File: src/rtl/bcd_digit_sequencer_pkg.sv
// Shared types and constants for the BCD digit sequencer and its add-3 nibble cell.
// Latency: none (declarations only).
// Backpressure: none (declarations only).
package bcd_digit_sequencer_pkg;

    typedef enum logic [1:0] {
        IDLE    = 2'd0,
        CONVERT = 2'd1,
        EMIT    = 2'd2,
        DONE    = 2'd3
    } seq_state_t;

    typedef logic [3:0] bcd_nibble_t;

    // Non-decimal digit code; the downstream 7-segment decoder shows nothing for it.
    localparam bcd_nibble_t BLANK_CODE  = 4'hF;
    // Double-dabble correction threshold: a nibble at or above this gets +3 before the shift.
    localparam bcd_nibble_t ADD3_THRESH = 4'd5;

    // Constant helper for the elaboration-time range check (10^n).
    function automatic longint unsigned pow10(input int unsigned n);
        longint unsigned r;
        r = 64'd1;
        for (int unsigned i = 0; i < n; i++) begin
            r = r * 64'd10;
        end
        return r;
    endfunction

endpackage

File: src/rtl/bcd_digit_sequencer_add3_nibble.sv
// One double-dabble correction cell: adds 3 to a BCD nibble that is 5 or more.
// Latency: purely combinational.
// Backpressure: none.
module bcd_add3_nibble
    import bcd_digit_sequencer_pkg::*;
(
    input  logic [3:0] nib_in,
    output logic [3:0] nib_out
);

    // Pre-shift correction so that the following left shift carries into the next decade.
    always_comb begin
        nib_out = nib_in;
        if (nib_in >= ADD3_THRESH) begin
            nib_out = nib_in + 4'd3;
        end
    end

endmodule

File: src/rtl/bcd_digit_sequencer.sv
// Latches a binary value, converts it to BCD by shift-add-3, then emits one digit per cycle (MSD first).
// Latency: start accepted at edge k -> digits in cycles k+WIDTH+1 .. k+WIDTH+NUM_DIGITS, done one cycle later.
// Backpressure: none; start is only honoured in IDLE, and starts while busy are dropped, not queued.
// Build option: define LEAD_ZERO_BLANK_EN to emit leading zero digits (except the last) as the blank code.
module bcd_digit_sequencer
    import bcd_digit_sequencer_pkg::*;
#(
    parameter int WIDTH      = 8,
    parameter int NUM_DIGITS = 3
) (
    input  logic                  clock,
    input  logic                  resetn,
    input  logic                  start,
    input  logic [WIDTH-1:0]      bin_val,
    output logic                  busy,
    output logic [3:0]            addr,
    output logic                  act_D,
    output logic [NUM_DIGITS-1:0] digit_sel,
    output logic                  done
);

    localparam int BCD_W = 4 * NUM_DIGITS;
    localparam int CNT_W = (WIDTH > 1) ? $clog2(WIDTH) : 1;
    localparam int IDX_W = (NUM_DIGITS > 1) ? $clog2(NUM_DIGITS) : 1;

    localparam logic [CNT_W-1:0]      LAST_ITER = CNT_W'(WIDTH - 1);
    localparam logic [IDX_W-1:0]      MSD_IDX   = IDX_W'(NUM_DIGITS - 1);
    localparam logic [NUM_DIGITS-1:0] SEL_LSD   = NUM_DIGITS'(1);

    // The digit count must cover the largest input, otherwise the BCD register would overflow.
    if (pow10(NUM_DIGITS) <= ((64'd1 << WIDTH) - 64'd1)) begin : g_range_fail
        $fatal(1, "bcd_digit_sequencer: NUM_DIGITS too small for WIDTH");
    end

    seq_state_t       state;
    logic [WIDTH-1:0] bin_reg;
    logic [BCD_W-1:0] bcd_reg;
    logic [CNT_W-1:0] iter_cnt;
    logic [IDX_W-1:0] dig_idx;

    logic [BCD_W-1:0] bcd_adj;
    logic [BCD_W-1:0] bcd_shift;
    logic             unused_bcd_msb;

    for (genvar g = 0; g < NUM_DIGITS; g++) begin : g_add3
        bcd_add3_nibble u_add3 (
            .nib_in  (bcd_reg[4*g +: 4]),
            .nib_out (bcd_adj[4*g +: 4])
        );
    end

    // One double-dabble step: corrected BCD shifted left, taking in the binary MSB.
    assign bcd_shift      = {bcd_adj[BCD_W-2:0], bin_reg[WIDTH-1]};
    // The range check guarantees the shifted-out BCD bit is always zero.
    assign unused_bcd_msb = bcd_adj[BCD_W-1];

    // Code presented for digit idx of a finished BCD value, with optional leading-zero blanking.
    function automatic logic [3:0] digit_code(input logic [BCD_W-1:0] bcd,
                                              input logic [IDX_W-1:0] idx);
        logic [3:0] nib;
        nib = bcd[4*idx +: 4];
`ifdef LEAD_ZERO_BLANK_EN
        // Blank only when this digit and every more significant one are zero; never the last digit.
        if ((idx != '0) && ((bcd >> (4*idx)) == '0)) begin
            nib = BLANK_CODE;
        end
`endif
        return nib;
    endfunction

    // Sequencer FSM: registered outputs are loaded on the edge that enters the state they belong to.
    always_ff @(posedge clock) begin
        if (!resetn) begin
            state     <= IDLE;
            bin_reg   <= '0;
            bcd_reg   <= '0;
            iter_cnt  <= '0;
            dig_idx   <= '0;
            busy      <= 1'b0;
            addr      <= BLANK_CODE;
            act_D     <= 1'b0;
            digit_sel <= '0;
            done      <= 1'b0;
        end else begin
            case (state)
                IDLE: begin
                    if (start) begin
                        bin_reg  <= bin_val;
                        bcd_reg  <= '0;
                        iter_cnt <= '0;
                        busy     <= 1'b1;
                        state    <= CONVERT;
                    end
                end

                CONVERT: begin
                    bin_reg  <= bin_reg << 1;
                    bcd_reg  <= bcd_shift;
                    iter_cnt <= iter_cnt + 1'b1;
                    if (iter_cnt == LAST_ITER) begin
                        // Most significant digit goes out straight from the final step's result.
                        dig_idx   <= MSD_IDX;
                        act_D     <= 1'b1;
                        addr      <= digit_code(bcd_shift, MSD_IDX);
                        digit_sel <= SEL_LSD << MSD_IDX;
                        state     <= EMIT;
                    end
                end

                EMIT: begin
                    if (dig_idx == '0) begin
                        act_D     <= 1'b0;
                        addr      <= BLANK_CODE;
                        digit_sel <= '0;
                        done      <= 1'b1;
                        state     <= DONE;
                    end else begin
                        dig_idx   <= dig_idx - 1'b1;
                        addr      <= digit_code(bcd_reg, dig_idx - 1'b1);
                        digit_sel <= digit_sel >> 1;
                    end
                end

                DONE: begin
                    done  <= 1'b0;
                    busy  <= 1'b0;
                    state <= IDLE;
                end

                default: begin
                    state <= IDLE;
                end
            endcase
        end
    end

endmodule

File: config.mk
export PLATFORM = sky130hd
export DESIGN_NAME = bcd_digit_sequencer
export DESIGN_NICKNAME = d
export VERILOG_FILES = /design/src/rtl/bcd_digit_sequencer_pkg.sv /design/src/rtl/bcd_digit_sequencer_add3_nibble.sv /design/src/rtl/bcd_digit_sequencer.sv
export SDC_FILE = /design/constraint.sdc
export NUM_CORES = 1
export LEC_CHECK = 0
export ABC_CLOCK_PERIOD_IN_PS = 2500
export BUFFER_PORTS_ARGS = -buffer_cell sky130_fd_sc_hd__buf_4
export CAP_MARGIN = 30
export CELL_PAD_IN_SITES_DETAIL_PLACEMENT = 1
export CELL_PAD_IN_SITES_GLOBAL_PLACEMENT = 2
export CORE_MARGIN = 4
export CORE_UTILIZATION = 36
export DETAILED_ROUTE_END_ITERATION = 12
export PLACE_DENSITY = 0.76
export SETUP_SLACK_MARGIN = 0.3
export SLEW_MARGIN = 0
export SYNTH_ARGS = -nofsm -noshare
export SYNTH_HDL_FRONTEND = slang
export SYNTH_SLANG_ARGS = --single-unit
File: constraint.sdc
create_clock -name clock -period 2.5 [get_ports clock]
set_clock_uncertainty 0.2 [all_clocks]
set_input_delay 0.375 -clock clock [delete_from_list [all_inputs] [get_ports clock]]
set_output_delay 0.375 -clock clock [all_outputs]
set_load 0.05 [all_outputs]
### Word-level counts from Yosys, hierarchy flattened

Index checks and enable logic that the tools add are counted.

| word-level totals | value |
|---|---|
| bits in registers | 37 |
| output and inout port bits | 10 |
| word-level logic and storage cells | 68 |

| operators by class | value |
|---|---|
| $add $sub $neg | 5 |
| magnitude comparators | 3 |
| equality and inequality tests | 8 |
| shifts and indexed selects | 1 |
| mux-type cells | 28 |
| reductions and logical operators | 13 |

Operators by type and width:

| operator | number |
|---|---|
| one-hot mux 12 bit (2 select lines) | 1 |
| 2-to-1 mux 4 bit | 4 |
| one-hot mux 8 bit (2 select lines) | 1 |
| >= comparator 4 x 3 -> 1 bit (second input constant) | 3 |
| 2-to-1 mux 12 bit | 1 |
| one-hot mux 3 bit (2 select lines) | 2 |
| indexed part select 12 x 5 -> 4 bit | 1 |
| 2-to-1 mux 2 bit | 5 |
| 2-to-1 mux 3 bit | 3 |
| AND reduction 3 bit | 3 |
| adder 4 x 2 -> 4 bit (second input constant) | 2 |
| 2-to-1 mux 8 bit | 1 |
| inequality test 2 bit (second input constant) | 4 |
| one-hot mux 2 bit (4 select lines) | 1 |
| one-hot mux 4 bit (2 select lines) | 1 |
| AND reduction 2 bit | 4 |
| nonzero test 2 bit | 4 |
| one-hot mux 1 bit (2 select lines) | 3 |
| equality test 2 bit (second input constant) | 2 |
| zero test 2 bit | 2 |
| 2-to-1 mux 1 bit | 4 |
| one-hot mux 2 bit (2 select lines) | 1 |
| adder 3 x 1 -> 3 bit (second input constant) | 1 |
| adder 3 x 2 -> 3 bit (second input constant) | 1 |
| other kinds (3) | 3 |

### Longest topological paths before layout

Gate-level depths: netlist (run 1).

| logic depth | value |
|---|---|
| depth after elaboration | 4 |
| mapped depth | 8 |

### Cells and area by module

From an unflattened synthesis (run 1), not the netlist that was laid out.

| unflattened totals | value |
|---|---|
| cell total of the unflattened synthesis | 223 |
| area total of the unflattened synthesis | 2,042.0 µm² |

Modules (own cells, without submodules):

| module | times used | cells each | area an instance (µm²) |
|---|---|---|---|
| bcd_digit_sequencer | 1 | 175 | 1,737.9 |
| bcd_add3_nibble | 3 | 16 | 101.3 |

### Worst setup path before layout (run 1)

OpenSTA, ideal clock, no wires.

| path | value |
|---|---|
| kind | register -> register |
| start | register dig_idx[0] |
| end | register addr[1] |
| library setup time | 0.070 ns |
| arrival time | 1.491 ns |
| path slack | 0.739 ns |
| stages on the path, launching flop included | 8 |
| period minus slack after synthesis | 1.761 ns |
| cells stage by stage | dfxtp_1 buf_6 inv_1 ha_1 nor2b_1 a221oi_2 a31o_2 a21oi_1 |

| on the way | value |
|---|---|
| cells in the longest elaborated chain, start to end | 4 |

Ends and longest elaborated chain:

| item | RTL line | RTL |
|---|---|---|
| start, declared | bcd_digit_sequencer.sv:39 | `logic [IDX_W-1:0] dig_idx;` |
| start signal, assigned | bcd_digit_sequencer.sv:118 | `dig_idx <= dig_idx - 1'b1;` |
| subtractor 2 x 1 -> 2 bit | bcd_digit_sequencer.sv:119 | `addr <= digit_code(bcd_reg, dig_idx - 1'b1);` |
| indexed part select 12 x 5 -> 4 bit | bcd_digit_sequencer.sv:61 | `nib = bcd[4*idx +: 4];` |
| 2-to-1 mux 4 bit (*) | bcd_digit_sequencer.sv:111 | `if (dig_idx == '0) begin` |
| one-hot mux 4 bit (2 select lines) (*) | bcd_digit_sequencer.sv:85 | `case (state)` |
| end signal, assigned | bcd_digit_sequencer.sv:104 | `addr <= digit_code(bcd_shift, MSD_IDX);` |
| end signal, assigned | bcd_digit_sequencer.sv:119 |  |
| end, declared | bcd_digit_sequencer.sv:16 | `output logic [3:0] addr,` |

Every way passes the cells marked *; elsewhere a longest branch is shown, timed or not.
A chain may end at the register's enable or synchronous reset.

### Final worst setup path (run 1)

| path | value |
|---|---|
| start | register state[0] |
| end | register addr[2] |

| on the way | value |
|---|---|
| cells in the longest elaborated chain, start to end | 3 |

Ends and longest elaborated chain:

| item | RTL line | RTL |
|---|---|---|
| start, declared | bcd_digit_sequencer.sv:35 | `seq_state_t state;` |
| start signal, assigned | bcd_digit_sequencer.sv:74 | `state <= IDLE;` |
| start signal, assigned | bcd_digit_sequencer.sv:92 | `state <= CONVERT;` |
| start signal, assigned | bcd_digit_sequencer.sv:106 | `state <= EMIT;` |
| equality test 2 x 1 -> 1 bit or equality test 2 bit (tied branches) | bcd_digit_sequencer.sv:85 |  |
| inequality test 2 bit (no source line) or nonzero test 2 bit (tied branches) | -- |  |
| AND reduction 2 bit (no source line) | -- |  |

Several ways; a longest one is shown, not always the timed one.

==> results_dict.tcl, run 1 <==
set metrics [dict create \
    status "completed" \
    hold_path_class "input port to flip-flop" \
    final.min_clock_period_ps 1992 \
    crit_fanout 12 \
    synth_area_per_cell_um2 9.099 \
    end_kind "flip-flop" \
    rsz0062_at_grt "false" \
    grt_pass1_wl_um 7983 \
    clk_path_buf_depth 2 \
    cts_tree "done" \
    p_total_mw 2.306 \
    route.met2.wl_um 2179 \
    ys_warn_count 0 \
    cp.arrival_ps 1970 \
    rows 27 \
    cts_setup_buffers 0 \
    crit_chain "inv_1, ha_1, nand2b_1, a221o_1, a21oi_1, a21oi_1" \
    finalNetCount 265 \
    fmaxAchievable_ghz 0.5021 \
    synth_area_mm2 0.002038 \
    post-route-period-util_pct 79.67 \
    rrSetupSlack_ps 510 \
    routabilityCongestion 0.7944 \
    finalHoldViolations 0 \
    grt_usage_pct 13.82 \
    maxSlewHeadroom_pct 59.13 \
    dr.pass1.iters 4 \
    wl_met3_um 115 \
    fp.dieW_um 83.25 \
    antenna_found_initial 0 \
    die_area_mm2 0.006930 \
    critPathRequiredTime_ps 2480 \
    diodes 0 \
    syn_inst 224 \
    synth_seq_cells 37 \
    numCtsBuffers 5 \
    dpl.hpwl_um 3320 \
    core-area_mm2 0.005507 \
    worst_slack_ps 508.3 \
    cts.sinks 37 \
    p_leak_nw 1.003 \
    routed_wl_um 4584 \
    grt_start_max_net_pins 41 \
    worstMarginPinSlew_ps 596.1 \
    drive_gt1_share_pct 17.84 \
    synth_cell_types 41 \
    p_per_area_mw_per_mm2 1002 \
    grt_pass1_vias 1654 \
    wl_per_cell_um 14.65 \
    final_area_mm2 0.002301 \
    drtIter0Drc 71 \
    synth.net_count 248 \
    top_layer_used "met4" \
    start_util_pct 37.01 \
    insertion_delay_ps 280 \
    dp_slack_ps 427.9 \
    drc 0 \
    ios 21 \
    postPlaceCellArea_mm2 0.002207 \
    cpMaxStageDelayCell "ha_1" \
    hold_ws_ps 199.0 \
    final_cell_mix "dfxtp_1 (37), nand2_1 (23), buf_4 (22)" \
    ys_seq_area_share_pct 36.34 \
    grt_overflow 0 \
    clk_pin_slew_ps 80 \
    drv_cap 0 \
    slew_viol_final 0 \
    dieHeight_um 83.25 \
    r2r_cells 6 \
    met1_length_um 2242 \
    slowest_delay_ps 430 \
    final_cells 313 \
    layout_commonest_cell "dfxtp_1" \
    clk_root_buffer_cell "clkbuf_8" \
    start_kind "flip-flop" \
    crit_path_frequent_cell "a21oi_1" \
    ctsHtreeMaxLevel 2 \
    ant_nets 0 \
    utilization_pct 41.79 \
    vias_per_cell 5.137 \
    setup_violations 0 \
    io_buffers 20 \
    vias 1608 \
    synthToLayoutAreaGrowth_pct 12.89 \
    finalSetupTns_ps 0 \
    place_inst 306 \
    largest_register_ffs 12 \
    path_class "flip-flop to flip-flop" \
    vdd_drop_max_uv 477.4 \
    worstHoldPathCells 3 \
]
## power breakdown
| part | internal [mW] | total (mW) | switching, mW | leakage, nW |
|---|---|---|---|---|
| Clock | 0.219 | 0.423 | 0.204 | 0.0443 |
| Sequential | 0.727 | 0.810 | 0.0829 | 0.302 |
| Combinational | 0.414 | 1.07 | 0.659 | 0.657 |
## metal layers
| metal | track usage, % | vias up |
|---|---|---|
| li1 | - | 820 |
| met1 | 17.58 | 768 |
| met2 | 23.40 | 15 |
| met4 | 3.120 | 0 |
| met5 | 0 | - |
| met3 | 3.571 | 5 |
## worst max-delay path, delay by kind of cell, from the launching register on
family                   cells  cell delay [ps]
AO/OA/AOI/OAI                3              530
adder cells (fa/ha/maj)      1              430
flip-flops                   1              340
AND/OR/NAND/NOR              1              300
buffers and inverters        1               90
## synth_stat cells
cell / count / area share, %
nor2b_1: 10 / 3.1
a21boi_0: 3 / 1.1
o311ai_1: 2 / 0.86
nand3_1: 9 / 2.2
nor3b_1: 4 / 1.5
ha_1: 13 / 8.0
buf_4: 2 / 0.74
xor2_1: 1 / 0.43
nand2b_2: 1 / 0.43
o32ai_1: 1 / 0.43
dfxtp_1: 37 / 36
mux2_2: 5 / 2.8
a221oi_1: 2 / 0.86
a21oi_1: 9 / 2.2
o21ai_1: 1 / 0.25
o21ai_0: 14 / 3.4
o211a_1: 10 / 4.9
and3_1: 4 / 1.2
nand2_1: 23 / 4.2
a21o_1: 1 / 0.37
o211ai_1: 1 / 0.37
buf_6: 4 / 2.2
nor2_1: 9 / 1.7
and2_1: 4 / 1.2
nor3_1: 3 / 0.74
mux2i_1: 9 / 4.4
a221oi_2: 1 / 0.74
mux2i_2: 1 / 0.68
xnor2_1: 3 / 1.3
a31o_2: 1 / 0.43
buf_2: 1 / 0.25
inv_1: 11 / 2.0
a221o_1: 1 / 0.49
a21boi_1: 3 / 1.1
clkbuf_1: 3 / 0.55
nand4b_1: 1 / 0.43
o21a_1: 2 / 0.74
mux2_4: 2 / 1.5
a22oi_1: 5 / 1.8
nand2b_1: 5 / 1.5
clkbuf_2: 2 / 0.49
## timing repair
action | 4_1_cts | 5_1_grt
hold buffers | 0 | 0
setup endpoints to repair | 0 | 13
gates resized for setup | 0 | 4
## worst paths after layout
| kind | startpoint | end |
|---|---|---|
| max | state[0] | addr[2] |
| min | bin_val[0] | bin_reg[0] |
| max reg2reg | state[0] | addr[2] |
| min reg2reg | bin_reg[0] | bin_reg[0] |
## cell families (layout without fill, tap and decap cells)
kind of cell	Yosys count	in the layout	share of synthesized area, %
flip-flops	37	37	36.34
XOR/XNOR	4	4	1.719
adder cells (fa/ha/maj)	13	13	7.981
buffers and inverters	23	40	6.261
AO/OA/AOI/OAI	57	57	20.14
AND/OR/NAND/NOR	73	73	18.23
multiplexers	17	17	9.331
## final cells by class
class                      count  area, um2
clock buffer                   7      86.33
fill                         652       3206
inverter                      11      41.29
multi-input combinational    164       1177
sequential                    37      740.7
tap                           72      90.09
timing repair buffer          22      165.2
No activity file was read; power rests on OpenSTA's default activity.
==> inputs of run 2 (changes only) <==
- ABC_AREA: unset -> 1
- ABC_CLOCK_PERIOD_IN_PS: 2500 -> 2000
- CORE_UTILIZATION: 36 -> 32
- PLACE_DENSITY: 0.76 -> 0.75
- clock period: 2.5 -> 2 ns (I/O delays scaled with it)
==> results_dict.tcl, run 2 <==
set metrics [dict create \
    ant_nets 0 \
    antenna_found_initial 0 \
    synthTopCellsByCount "nand2_1 (94), dfxtp_1 (37), inv_1 (31)" \
    clk_root_buffer_cell "clkbuf_8" \
    io_buffers 20 \
    synth_area_per_cell_um2 6.964 \
    clk_pin_slew_ps 80 \
    grt_start_max_net_pins 19 \
    dieHeight_um 87.17 \
    switching_share_pct 44.64 \
    cts_hold_buf 0 \
    dpl.hpwl_um 3837 \
    start_kind "flip-flop" \
    dr.pass1.iters 4 \
    dp_slack_ps 164.5 \
    synth_seq_cells 37 \
    synth_cell_types 24 \
    synth_area_leaders "dfxtp_1 (37%), nand2_1 (18%), ha_1 (8.1%)" \
    synth_top_area_share_pct 36.93 \
    vias 1921 \
    drtIter0Drc 38 \
    layout_commonest_cell "nand2_1" \
    rows 28 \
    finalNetCount 343 \
    diodes 0 \
    die_area_mm2 0.007599 \
    ys_seq_area_share_pct 36.93 \
    cpLargestDelayFamily "adder cells" \
    final_cell_mix "nand2_1 (92), dfxtp_1 (32), buf_4 (30)" \
    end_kind "flip-flop" \
    yosys_most_used_dff "dfxtp_1" \
    routabilityCongestion 0.7539 \
    place_inst 379 \
    switchingPower_mw 1.499 \
    p_per_area_mw_per_mm2 1352 \
    crit_fanout 7 \
    vdd_drop_max_uv 760.9 \
    p_int_mw 1.859 \
    finalSetupTns_ps 0 \
    ios 21 \
    p_leak_nw 1.144 \
    hold_path_class "input port to flip-flop" \
    grt_pass1_wl_um 9101 \
    seqPwrFrac_pct 30.3 \
    final_cells 395 \
    crit_chain "ha_1, ha_1, inv_1, nand2_2, o21ai_4, buf_6, nor2_1, o21ai_1, nor2_1" \
    slowest_delay_ps 330 \
    syn_inst 288 \
    p_comb_share_pct 54.1 \
    drv_cap 0 \
    fp.dieW_um 87.17 \
    core-area_mm2 0.005991 \
    clk_path_buf_depth 2 \
    drc 0 \
    insertion_delay_ps 290 \
    cp.arrival_ps 1600 \
    critPathRequiredTime_ps 1980 \
    worst_slack_ps 385.0 \
    cts_tree "done" \
    path_class "flip-flop to flip-flop" \
    cts.sinks 37 \
    wl_per_cell_um 13.99 \
    fmaxAchievable_ghz 0.6192 \
    synthArstFlopShare_pct 0 \
    ctsHtreeMaxLevel 2 \
    synth_area_leader_cell "dfxtp_1" \
    p_total_mw 3.359 \
    start_util_pct 33.48 \
    ys_warn_count 0 \
    postPlaceCellArea_mm2 0.002227 \
    synth.net_count 312 \
    grt_pass1_vias 1897 \
    cpMaxStageDelayCell "dfxtp_2" \
    slew_viol_final 0 \
    maxSlewHeadroom_pct 79.58 \
    yosysMostFrequentCell "nand2_1" \
    post-route-period-util_pct 80.75 \
    rrSetupSlack_ps 380 \
    cp.buffers_inverters 2 \
    worstMarginPinSlew_ps 305.9 \
    synth_area_mm2 0.002006 \
    hold_ws_ps 73.93 \
    largest_register_ffs 12 \
    grt_usage_pct 15.05 \
    numCtsBuffers 5 \
    finalHoldViolations 0 \
    utilization_pct 41.48 \
    routed_wl_um 5526 \
    rsz0062_at_grt "true" \
    drive_gt1_share_pct 20.94 \
    vias_per_cell 4.863 \
    grt_overflow 0 \
    final_area_mm2 0.002485 \
    setup_violations 0 \
    status "completed" \
    synth_edf_count 0 \
    clkPwrFrac_pct 15.6 \
    synthToLayoutAreaGrowth_pct 23.89 \
    final.min_clock_period_ps 1615 \
]
[run 2: timing repair]
item,in CTS,in global routing
gates cloned,0,2
endpoints found under the setup margin,27,33
pin swaps,0,2
gates resized for setup,6,23
setup buffers,1,5
[run 2: power groups by stage]
stage                     clock, mW  sequential [mW]  combinational (mW)
final                         0.523             1.02                1.82
after global routing          0.577             1.04                2.02
after CTS                     0.544             1.01                1.53
after detailed placement          0             1.02                1.44
after global placement            0             1.02                1.42
after floorplan                   0             1.23               0.893
[run 2: worst min-delay path, cell delays in order]
cell     delay [ps]
buf_4           110
nand2_1          50
a31oi_1          70
[run 2: logic make-up after synthesis]
| logic type | count (synthesis) | share of synthesized area [%] |
|---|---|---|
| and+or+nand+nor | 139 | 28.82 |
| buffers and inverters | 44 | 10.17 |
| AOI/OAI and AO/OA | 55 | 15.97 |
| DFF | 37 | 36.93 |
| adders and majority gates | 13 | 8.110 |
[run 2: final timing paths]
check / start / endpoint / cells after the start
max: iter_cnt[0] / dig_idx[1] / 9
min: bin_val[6] / bin_reg[6] / 3
max reg2reg: iter_cnt[0] / dig_idx[1] / 9
min reg2reg: digit_sel[0] / digit_sel[0] / 2
[run 2: final cells by class]
class                      count  area, um2
fill                         771       3506
multi-input combinational    207       1126
sequential                    37      747.0
timing repair buffer          35      301.5
inverter                      33      133.9
tap                           75      93.84
clock buffer                   6      72.57
clock inverter                 2      10.01
[run 2: per-layer routing]
metal / global-route usage [%] / vias up / routed length (um)
li1: - / 1004 / -
met1: 20.38 / 892 / 2762
met2: 23.53 / 17 / 2550
met3: 3.500 / 8 / 139
met4: 5.021 / 0 / 73
met5: 0 / - / 0
